<file path="src/rtl/util_upack2_timestamp.sv">
// util_upack2_timestamp: timestamped TX unpacker between DMA FIFO and DAC.
// Frames wait until the DAC time matches their header, late ones are dropped.
module util_upack2_timestamp #(
  parameter int NUM_OF_CHANNELS   = 4,
  parameter int SAMPLE_DATA_WIDTH = 16,
  parameter int LATE_COUNT_WIDTH  = 32
) (
  input  logic                         clk,
  input  logic                         reset,
  input  logic [63:0]                  timestamp,
  input  logic [31:0]                  timestamp_every,
  input  logic                         enable_0,
  input  logic                         enable_1,
  input  logic                         enable_2,
  input  logic                         enable_3,
  input  logic                         fifo_rd_en,
  output logic                         fifo_rd_valid,
  output logic                         fifo_rd_underflow,
  output logic [SAMPLE_DATA_WIDTH-1:0] fifo_rd_data_0,
  output logic [SAMPLE_DATA_WIDTH-1:0] fifo_rd_data_1,
  output logic [SAMPLE_DATA_WIDTH-1:0] fifo_rd_data_2,
  output logic [SAMPLE_DATA_WIDTH-1:0] fifo_rd_data_3,
  output logic                         packed_fifo_rd_en,
  input  logic                         packed_fifo_rd_valid,
  input  logic [63:0]                  packed_fifo_rd_data,
  output logic                         late,
  output logic [LATE_COUNT_WIDTH-1:0]  late_count
);

  localparam int SW = SAMPLE_DATA_WIDTH;
  localparam int NL = NUM_OF_CHANNELS;
  localparam int BW = 2 * NL * SW;
  localparam logic [3:0] OCC_HALF = 4'(NL);

  typedef enum logic [1:0] {
    FETCH_HDR,
    WAIT_TS,
    STREAM,
    DISCARD
  } state_t;

  state_t state_q, state_d;

  logic [BW-1:0] buf_q, buf_d, buf_pop;
  logic [3:0]    occ_q, occ_d, occ_pop;
  logic [63:0]   hdr_q;
  logic [32:0]   rem_q;
  logic [31:0]   set_cnt_q;

  logic          valid_q, uf_q, late_q;
  logic [SW-1:0] data_q [NL];
  logic [SW-1:0] set_d  [NL];
  logic [LATE_COUNT_WIDTH-1:0] late_count_q;

  logic [3:0]  en;
  logic [2:0]  n_en;
  logic        active;
  logic [31:0] every_eff;
  logic [34:0] lanes_tot;
  logic [32:0] words;
  logic        last_set;
  logic        can_fill;

  logic acc, xfer, push, pop, clr;
  logic ld_hdr, late_d, rd, uf_d;
  logic [1:0] pos;

  assign en = {enable_3, enable_2, enable_1, enable_0};

  always_comb begin
    n_en = '0;
    for (int c = 0; c < NL; c++) begin
      n_en = n_en + {2'b0, en[c]};
    end
  end

  assign active    = (n_en != '0);
  assign every_eff = (timestamp_every == '0) ? 32'd1 : timestamp_every;
  assign lanes_tot = {3'b0, every_eff} * {32'b0, n_en};
  assign words     = lanes_tot[34:2] + {32'b0, |lanes_tot[1:0]};
  assign last_set  = (set_cnt_q + 32'd1) == every_eff;
  assign can_fill  = active && (occ_q <= OCC_HALF) && (rem_q != '0);

  assign xfer = acc && packed_fifo_rd_valid;
  assign push = xfer && ((state_q == WAIT_TS) || (state_q == STREAM));

  always_comb begin
    state_d = state_q;
    acc     = 1'b0;
    clr     = 1'b0;
    ld_hdr  = 1'b0;
    late_d  = 1'b0;
    rd      = 1'b0;
    uf_d    = 1'b0;
    pop     = 1'b0;
    unique case (state_q)
      FETCH_HDR: begin
        acc  = active;
        uf_d = 1'b1;
        if (acc && packed_fifo_rd_valid) begin
          ld_hdr  = 1'b1;
          state_d = (&packed_fifo_rd_data) ? STREAM : WAIT_TS;
        end
      end
      WAIT_TS: begin
        acc = can_fill;
        if (timestamp > hdr_q) begin
          state_d = DISCARD;
          late_d  = 1'b1;
          clr     = 1'b1;
          uf_d    = 1'b1;
        end else if (timestamp == hdr_q) begin
          rd = 1'b1;
        end
      end
      STREAM: begin
        acc = can_fill;
        rd  = 1'b1;
      end
      DISCARD: begin
        acc  = active && (rem_q != '0);
        uf_d = 1'b1;
        if (rem_q == '0) begin
          clr     = 1'b1;
          state_d = FETCH_HDR;
        end
      end
      default: state_d = FETCH_HDR;
    endcase
    if (rd && fifo_rd_en) begin
      state_d = STREAM;
      if (occ_q >= {1'b0, n_en}) begin
        pop = 1'b1;
        if (last_set) begin
          clr     = 1'b1;
          state_d = FETCH_HDR;
        end
      end else begin
        uf_d = 1'b1;
      end
    end
  end

  // lanes above the occupancy are always zero, so a push is a shifted OR
  always_comb begin
    buf_pop = pop ? (buf_q >> (n_en * SW)) : buf_q;
    occ_pop = pop ? (occ_q - {1'b0, n_en}) : occ_q;
    buf_d   = buf_pop;
    occ_d   = occ_pop;
    if (push) begin
      buf_d = buf_pop |
        ({{(BW-64){1'b0}}, packed_fifo_rd_data} << (occ_pop * SW));
      occ_d = occ_pop + OCC_HALF;
    end
    if (clr) begin
      buf_d = '0;
      occ_d = '0;
    end
  end

  always_comb begin
    pos = '0;
    for (int c = 0; c < NL; c++) begin
      set_d[c] = en[c] ? buf_q[pos*SW +: SW] : '0;
      pos = pos + {1'b0, en[c]};
    end
  end

  always_ff @(posedge clk or posedge reset) begin
    if (reset) begin
      state_q      <= FETCH_HDR;
      buf_q        <= '0;
      occ_q        <= '0;
      hdr_q        <= '0;
      rem_q        <= '0;
      set_cnt_q    <= '0;
      valid_q      <= 1'b0;
      uf_q         <= 1'b0;
      late_q       <= 1'b0;
      late_count_q <= '0;
      for (int c = 0; c < NL; c++) begin
        data_q[c] <= '0;
      end
    end else begin
      state_q <= state_d;
      buf_q   <= buf_d;
      occ_q   <= occ_d;
      if (ld_hdr) begin
        hdr_q     <= packed_fifo_rd_data;
        rem_q     <= words;
        set_cnt_q <= '0;
      end else if (xfer) begin
        rem_q <= rem_q - 33'd1;
      end
      if (pop) begin
        set_cnt_q <= set_cnt_q + 32'd1;
      end
      valid_q <= fifo_rd_en;
      uf_q    <= fifo_rd_en && uf_d;
      if (fifo_rd_en) begin
        for (int c = 0; c < NL; c++) begin
          data_q[c] <= pop ? set_d[c] : '0;
        end
      end
      late_q <= late_d;
      if (late_d && !(&late_count_q)) begin
        late_count_q <= late_count_q + 1'b1;
      end
    end
  end

  assign packed_fifo_rd_en = acc;
  assign fifo_rd_valid     = valid_q;
  assign fifo_rd_underflow = uf_q;
  assign fifo_rd_data_0    = data_q[0];
  assign fifo_rd_data_1    = data_q[1];
  assign fifo_rd_data_2    = data_q[2];
  assign fifo_rd_data_3    = data_q[3];
  assign late              = late_q;
  assign late_count        = late_count_q;

endmodule

</file>
<file path="config.mk">
export PLATFORM = sky130hd
export DESIGN_NAME = util_upack2_timestamp
export DESIGN_NICKNAME = d
export VERILOG_FILES = /design/src/rtl/util_upack2_timestamp.sv
export SDC_FILE = /design/constraint.sdc
export NUM_CORES = 2
export LEC_CHECK = 0
export CAP_MARGIN = 20
export CELL_PAD_IN_SITES_DETAIL_PLACEMENT = 2
export CELL_PAD_IN_SITES_GLOBAL_PLACEMENT = 2
export CORE_MARGIN = 3
export CORE_UTILIZATION = 36
export CTS_CLUSTER_SIZE = 20
export DETAILED_ROUTE_END_ITERATION = 6
export GPL_TIMING_DRIVEN = 0
export PLACE_DENSITY = 0.88
export SLEW_MARGIN = 40
export SYNTH_ARGS = -nofsm -noshare
export SYNTH_HDL_FRONTEND = slang
export SYNTH_SLANG_ARGS = --single-unit
</file>
<file path="constraint.sdc">
create_clock -name clk -period 17.15 [get_ports clk]
set_clock_uncertainty 0.15 [all_clocks]
set_input_delay 3.43 -clock clk [delete_from_list [all_inputs] [get_ports clk]]
set_output_delay 3.43 -clock clk [all_outputs]
set_load 0.005 [all_outputs]
</file>
; After elaboration in Yosys (flattened, before gate mapping)
; Index checks and enable logic that the tools add are counted.
[word_totals]
reg_bits = 362
inputBits = 168
output_inout_bits = 100
elab_cells = 113
[op_classes]
add_sub_neg = 11
n_mul = 1
magnitude_cmp = 3
n_eq_ne = 8
shifts = 5
mux = 45
n_bitwise = 1
reduce_logical = 25
[ops]
columns = op, count
row1 = $mux 128, 3
row2 = $shiftx 128x7->16, 2
row3 = $mux 16, 8
row4 = $or 128x128->128, 1
row5 = $shiftx 128x6->16, 1
row6 = $shl 64x8->128, 1
row7 = $shr 128x7->128, 1
row8 = $mux 32, 3
row9 = $mux 33, 2
row10 = $add 32x1->32 const B, 2
row11 = $eq 64x64->1, 1
row12 = $gt 64x64->1, 1
row13 = $reduce_and 64->1, 1
row14 = $mul 32x3->35, 1
row15 = $add 33x1->33, 1
row16 = $logic_not 33->1, 1
row17 = $reduce_bool 33->1, 1
row18 = $sub 33x1->33 const B, 1
row19 = $eq 32x32->1, 1
row20 = $logic_not 32->1, 1
row21 = $reduce_and 32->1, 1
row22 = $mux 1, 14
row23 = $mux 2, 7
row24 = $mux 4, 3
row25 = 24 further kinds, 40

; Depth between registers and ports, before layout
[depth]
word_depth = 11
depth_mapped = 28
depth_no_buf = 21

; Worst setup path before layout
; Ideal clock, no wire load.
[synth_path]
path_kind = input to register
from = in enable_3
to = reg rem_q[31]
setup_time_ns = 0.123
arrival_ns = 10.328
t_required_ns = 16.877
slack_ns = 6.549
path_stages = 27
path_buffers = 8
path_cell_list = clkbuf_1 -> clkbuf_1 -> inv_1 -> fa_1 -> inv_1 -> ha_1 -> clkbuf_1 -> buf_1 -> clkbuf_1 -> buf_1 -> clkbuf_1 -> clkbuf_1 -> nand2_1 -> fa_1 -> inv_1 -> ha_1 -> fa_1 -> a21o_1 -> a221o_1 -> xnor2_1 -> nor3_1 -> nand2_1 -> or3_1 -> nor4_4 -> nand4_1 -> xnor2_1 -> o221a_1
[synth_via]
elab_chain_len = 7
elab_cells_between_ends = 15
[synth_rtl]
columns = element, line_no
row1 = from (decl), 15  ; input logic enable_3,
row2 = $add 3x1->3 *, 73  ; n_en = n_en + {2'b0, en[c]};
row3 = branches (longest 6 deep; another with $mul 32x3->35), n/a
row4 = to (signal assigned), 190  ; rem_q <= words;
row5 = to (signal assigned), 193  ; rem_q <= rem_q - 33'd1;
row6 = to (decl), 47  ; logic [32:0] rem_q;
; Mark *: on every way between the ends.
; A chain may end at the register's enable or synchronous reset.

; Worst setup path in the final report
[layout_path]
from = in enable_0
to = reg rem_q[20]
[layout_via]
elab_chain_len = 9
elab_cells_between_ends = 17
[layout_rtl]
columns = element, line_no
row1 = from (decl), 12  ; input logic enable_0,
row2 = $add 1x1->2 *, 73
row3 = $add 2x1->3 *, 73
row4 = $add 3x1->3 *, 73
row5 = branches (longest 6 deep; another with $mul 32x3->35), n/a
; Marks and branches as above.

==> flow_summary.toml <==
[synth]
yosys_warnings = 0
synth_edf_count = 0
syn_area_sq_um = 28700
synthCells = 3405
avgSynthCellArea_sq_um = 8.428
synth_cell_types = 94
synth.area.top_cells = "dfrtp_1, nand2_1, ha_1"
synth_seq_cells = 362
synth_nets = 3721
yosysTopAreaCellShare_pct = 31.56
synthArstFlopShare_pct = 100.0
yosysMostFrequentCell = "nand2_1"
ys.flop_type = "dfrtp_1"
synth_seq_area_share_pct = 31.56
netlist_top_cells_count = "nand2_1, dfrtp_1, o21ai_0, nor2_1, a21oi_1"
synth_top_area_cell = "dfrtp_1"

[clock_tree]
post-cts-setup-buffers = 0
htree_levels = 2
clock_latency_ns = 0.65
cts_tree = "built"
cts_buffers = 47
hold_buffers = 0
cts_buffer_depth = 3
clockRootBuffer = "clkbuf_16"
ctsResizeCount = 0
cts_sinks = 362
cts.clk_slew.worst_paths_ns = 0.06

[die]
start_util_pct = 36.68
die_area_sq_um = 83140
ios = 268
rows = 102
die_h_um = 288.3
coreArea_sq_um = 78230
die_x_um = 288.3

[sta]
hold_viol_final = 0
min_period_ns = 13.32
maxSlewViolCount = 0
rsz0062_at_grt = "no"
slew_headroom_pct = 34.72
setup_violations = 0
max_freq_mhz = 75.09
tightest_slew_ns = 0.9792
post-route-period-util_pct = 77.65

[placed_design]
portBuffers = 261
placed_area_sq_um = 32820
gp_congestion = 0.9764
dp_hpwl_um = 115500
post-place-cells = 4711

[power_and_ir_drop]
power.total_mw = 3.942
p_clk_share_pct = 25.8
peakVddDrop_mv = 0.08264
p_sw_mw = 1.711
sw_frac_of_total_pct = 43.40
power.leakage_nw = 14.56
combPwrFrac_pct = 39.2
p_per_area_nw_per_um2 = 114.7
pwr-share-seq_pct = 35.0
internal_power_mw = 2.232

[drt]
wl_per_cell_um = 31.95
viasPerCell = 6.558
drt_iter0_markers = 3125
dr_total_vias = 31470
postRouteAntennaNets = 0
drc = 0
drt_wl_total_um = 153300
firstDrtPassIters = 6

[setup_path]
cp-end-kind = "flip-flop"
r2r_end = "occ_q[1]"
critPathMaxFanout = 10
r2r-start = "hdr_q[29]"
cp_data_required_time_ns = 17.45
critPathArrivalTime_ns = 13.62
reg2reg_depth = 14
start_kind = "input pin"
critical_path.max_stage_delay_ns = 0.69
cp.buffers_inverters = 12
crit_type = "in2reg"
r2r_setup_slack_ns = 11.63
critical-path-top-delay-family = "buffers and inverters"
cpMaxStageDelayCell = "buf_1"

[grt]
grt_pass1_vias = 34440
antenna_found_initial = 7
track_usage_pct = 36.18
grt_pass1_wl_um = 226700
grt_max_degree = 72
grt_remaining_overflow = 0

[run]
max_cap_violations = 0

[finish]
syn_to_final_growth_pct = 19.80
finalInstanceArea_sq_um = 34380
layoutNonFillerInstCount = 4799
fin_nets = 4038
drive_gt1_share_pct = 9.241
final_core_util_pct = 43.95

[min_path]
whs_path_depth = 2
worstHoldStart = "hdr_q[0]"
holdPathEnd = "hdr_q[0]"
min_path_type = "reg2reg"

[status]
status = "complete, no violations"
power groups by stage:
stage          Combinational, mW  Clock, mW  Sequential (mW)
5_1_grt                     1.66       1.06             1.38
4_1_cts                     1.51       1.01             1.35
3_3_place_gp                1.39          0             1.34
2_1_floorplan               1.03          0             1.19
3_5_place_dp                1.47          0             1.35
6_report                    1.55       1.02             1.38
state kept, by name, indices dropped and copies added (netlist names):
name / count
buf_q: 128
fifo_rd_data_0: 16
fifo_rd_data_1: 16
fifo_rd_data_2: 16
fifo_rd_data_3: 16
fifo_rd_underflow: 1
fifo_rd_valid: 1
hdr_q: 64
late: 1
late_count: 32
occ_q: 4
rem_q: 33
set_cnt_q: 32
state_q: 2
stage by stage:
step           setup WS, ns  setup TNS (ns)  hold slack, ns
6_report              3.833               0          0.3650
5_1_grt               3.410               0          0.3791
4_1_cts               3.774               0          0.3576
3_5_place_dp          3.230               0          0.3407
3_3_place_gp         -2.148         -749.97          0.3163
2_1_floorplan         3.523               0          0.2997
final cells by class:
class | count | area, sq um
flip-flops and latches | 362 | 9059
clock buffers | 65 | 1334
clock inverters | 17 | 166.4
plain buffers | 244 | 1099
well taps | 1040 | 1301
fillers | 8580 | 43850
diodes | 4 | 10.01
repair buffers | 268 | 2761
multi-input cells | 2584 | 17840
inverters | 215 | 814.5
how the worst max path moves through the flow:
stage,cells after the start,slack (ns),to,start
2_1_floorplan,1,3.52,buf_q[0],reset
3_3_place_gp,2,-2.15,late_count[1],reset
3_5_place_dp,28,3.23,rem_q[31],enable_0
4_1_cts,28,3.77,rem_q[32],enable_0
5_1_grt,28,3.41,rem_q[20],enable_0
6_report,28,3.83,rem_q[20],enable_0
worst register-to-register path, stage by stage (launching register included):
cell       delay (ns)
dfrtp_1          0.33
inv_1            0.07
ha_1             0.32
nand4_1          0.25
nor4_2           0.80
and3_1           0.28
a41o_1           0.37
nand2_2          0.26
nor4_1           0.61
o2111ai_1        0.26
nor4b_2          0.73
a211o_1          0.21
buf_4            0.16
buf_2            0.43
nor2_1           0.12
logic make-up (layout without fill, tap and decap cells):
group	Yosys count	after routing	share of synthesized area, %
xor gates and xnor gates	128	128	3.906
AOI/OAI and AO/OA	930	930	20.91
and+or+nand+nor	1147	1147	18.94
DFF	362	362	31.56
other	0	4	0
buffers and inverters	459	809	6.531
adders and majority gates	148	148	7.342
muxes	231	231	10.81
layer usage:
metal	wire [um]	vias up	GRT usage, %	part of all wire (%)
li1	-	12950	-	-
met1	55910	16070	41.21	36
met2	71760	1726	59.34	47
met3	13180	714	9.653	8.6
met4	12420	4	24.63	8.1
met5	64	-	0.7558	0.042
cells in the final DEF, fill, tap and decap left out, types with 61 or more instances in the layout:
master           netlist  layout
clkbuf_1             174     163
dfrtp_1              362     362
o21ai_0              273     273
xnor2_1               90      90
a21oi_1              222     221
nand3_1              110     110
nor2_1               224     223
nand2_1              469     469
ha_1                 114     114
clkdlybuf4s50_1        0     260
inv_1                214     213
mux2i_1              122     120
nand4_1               70      70
and3_1                61      61
Power figures use the tool's default switching activity.
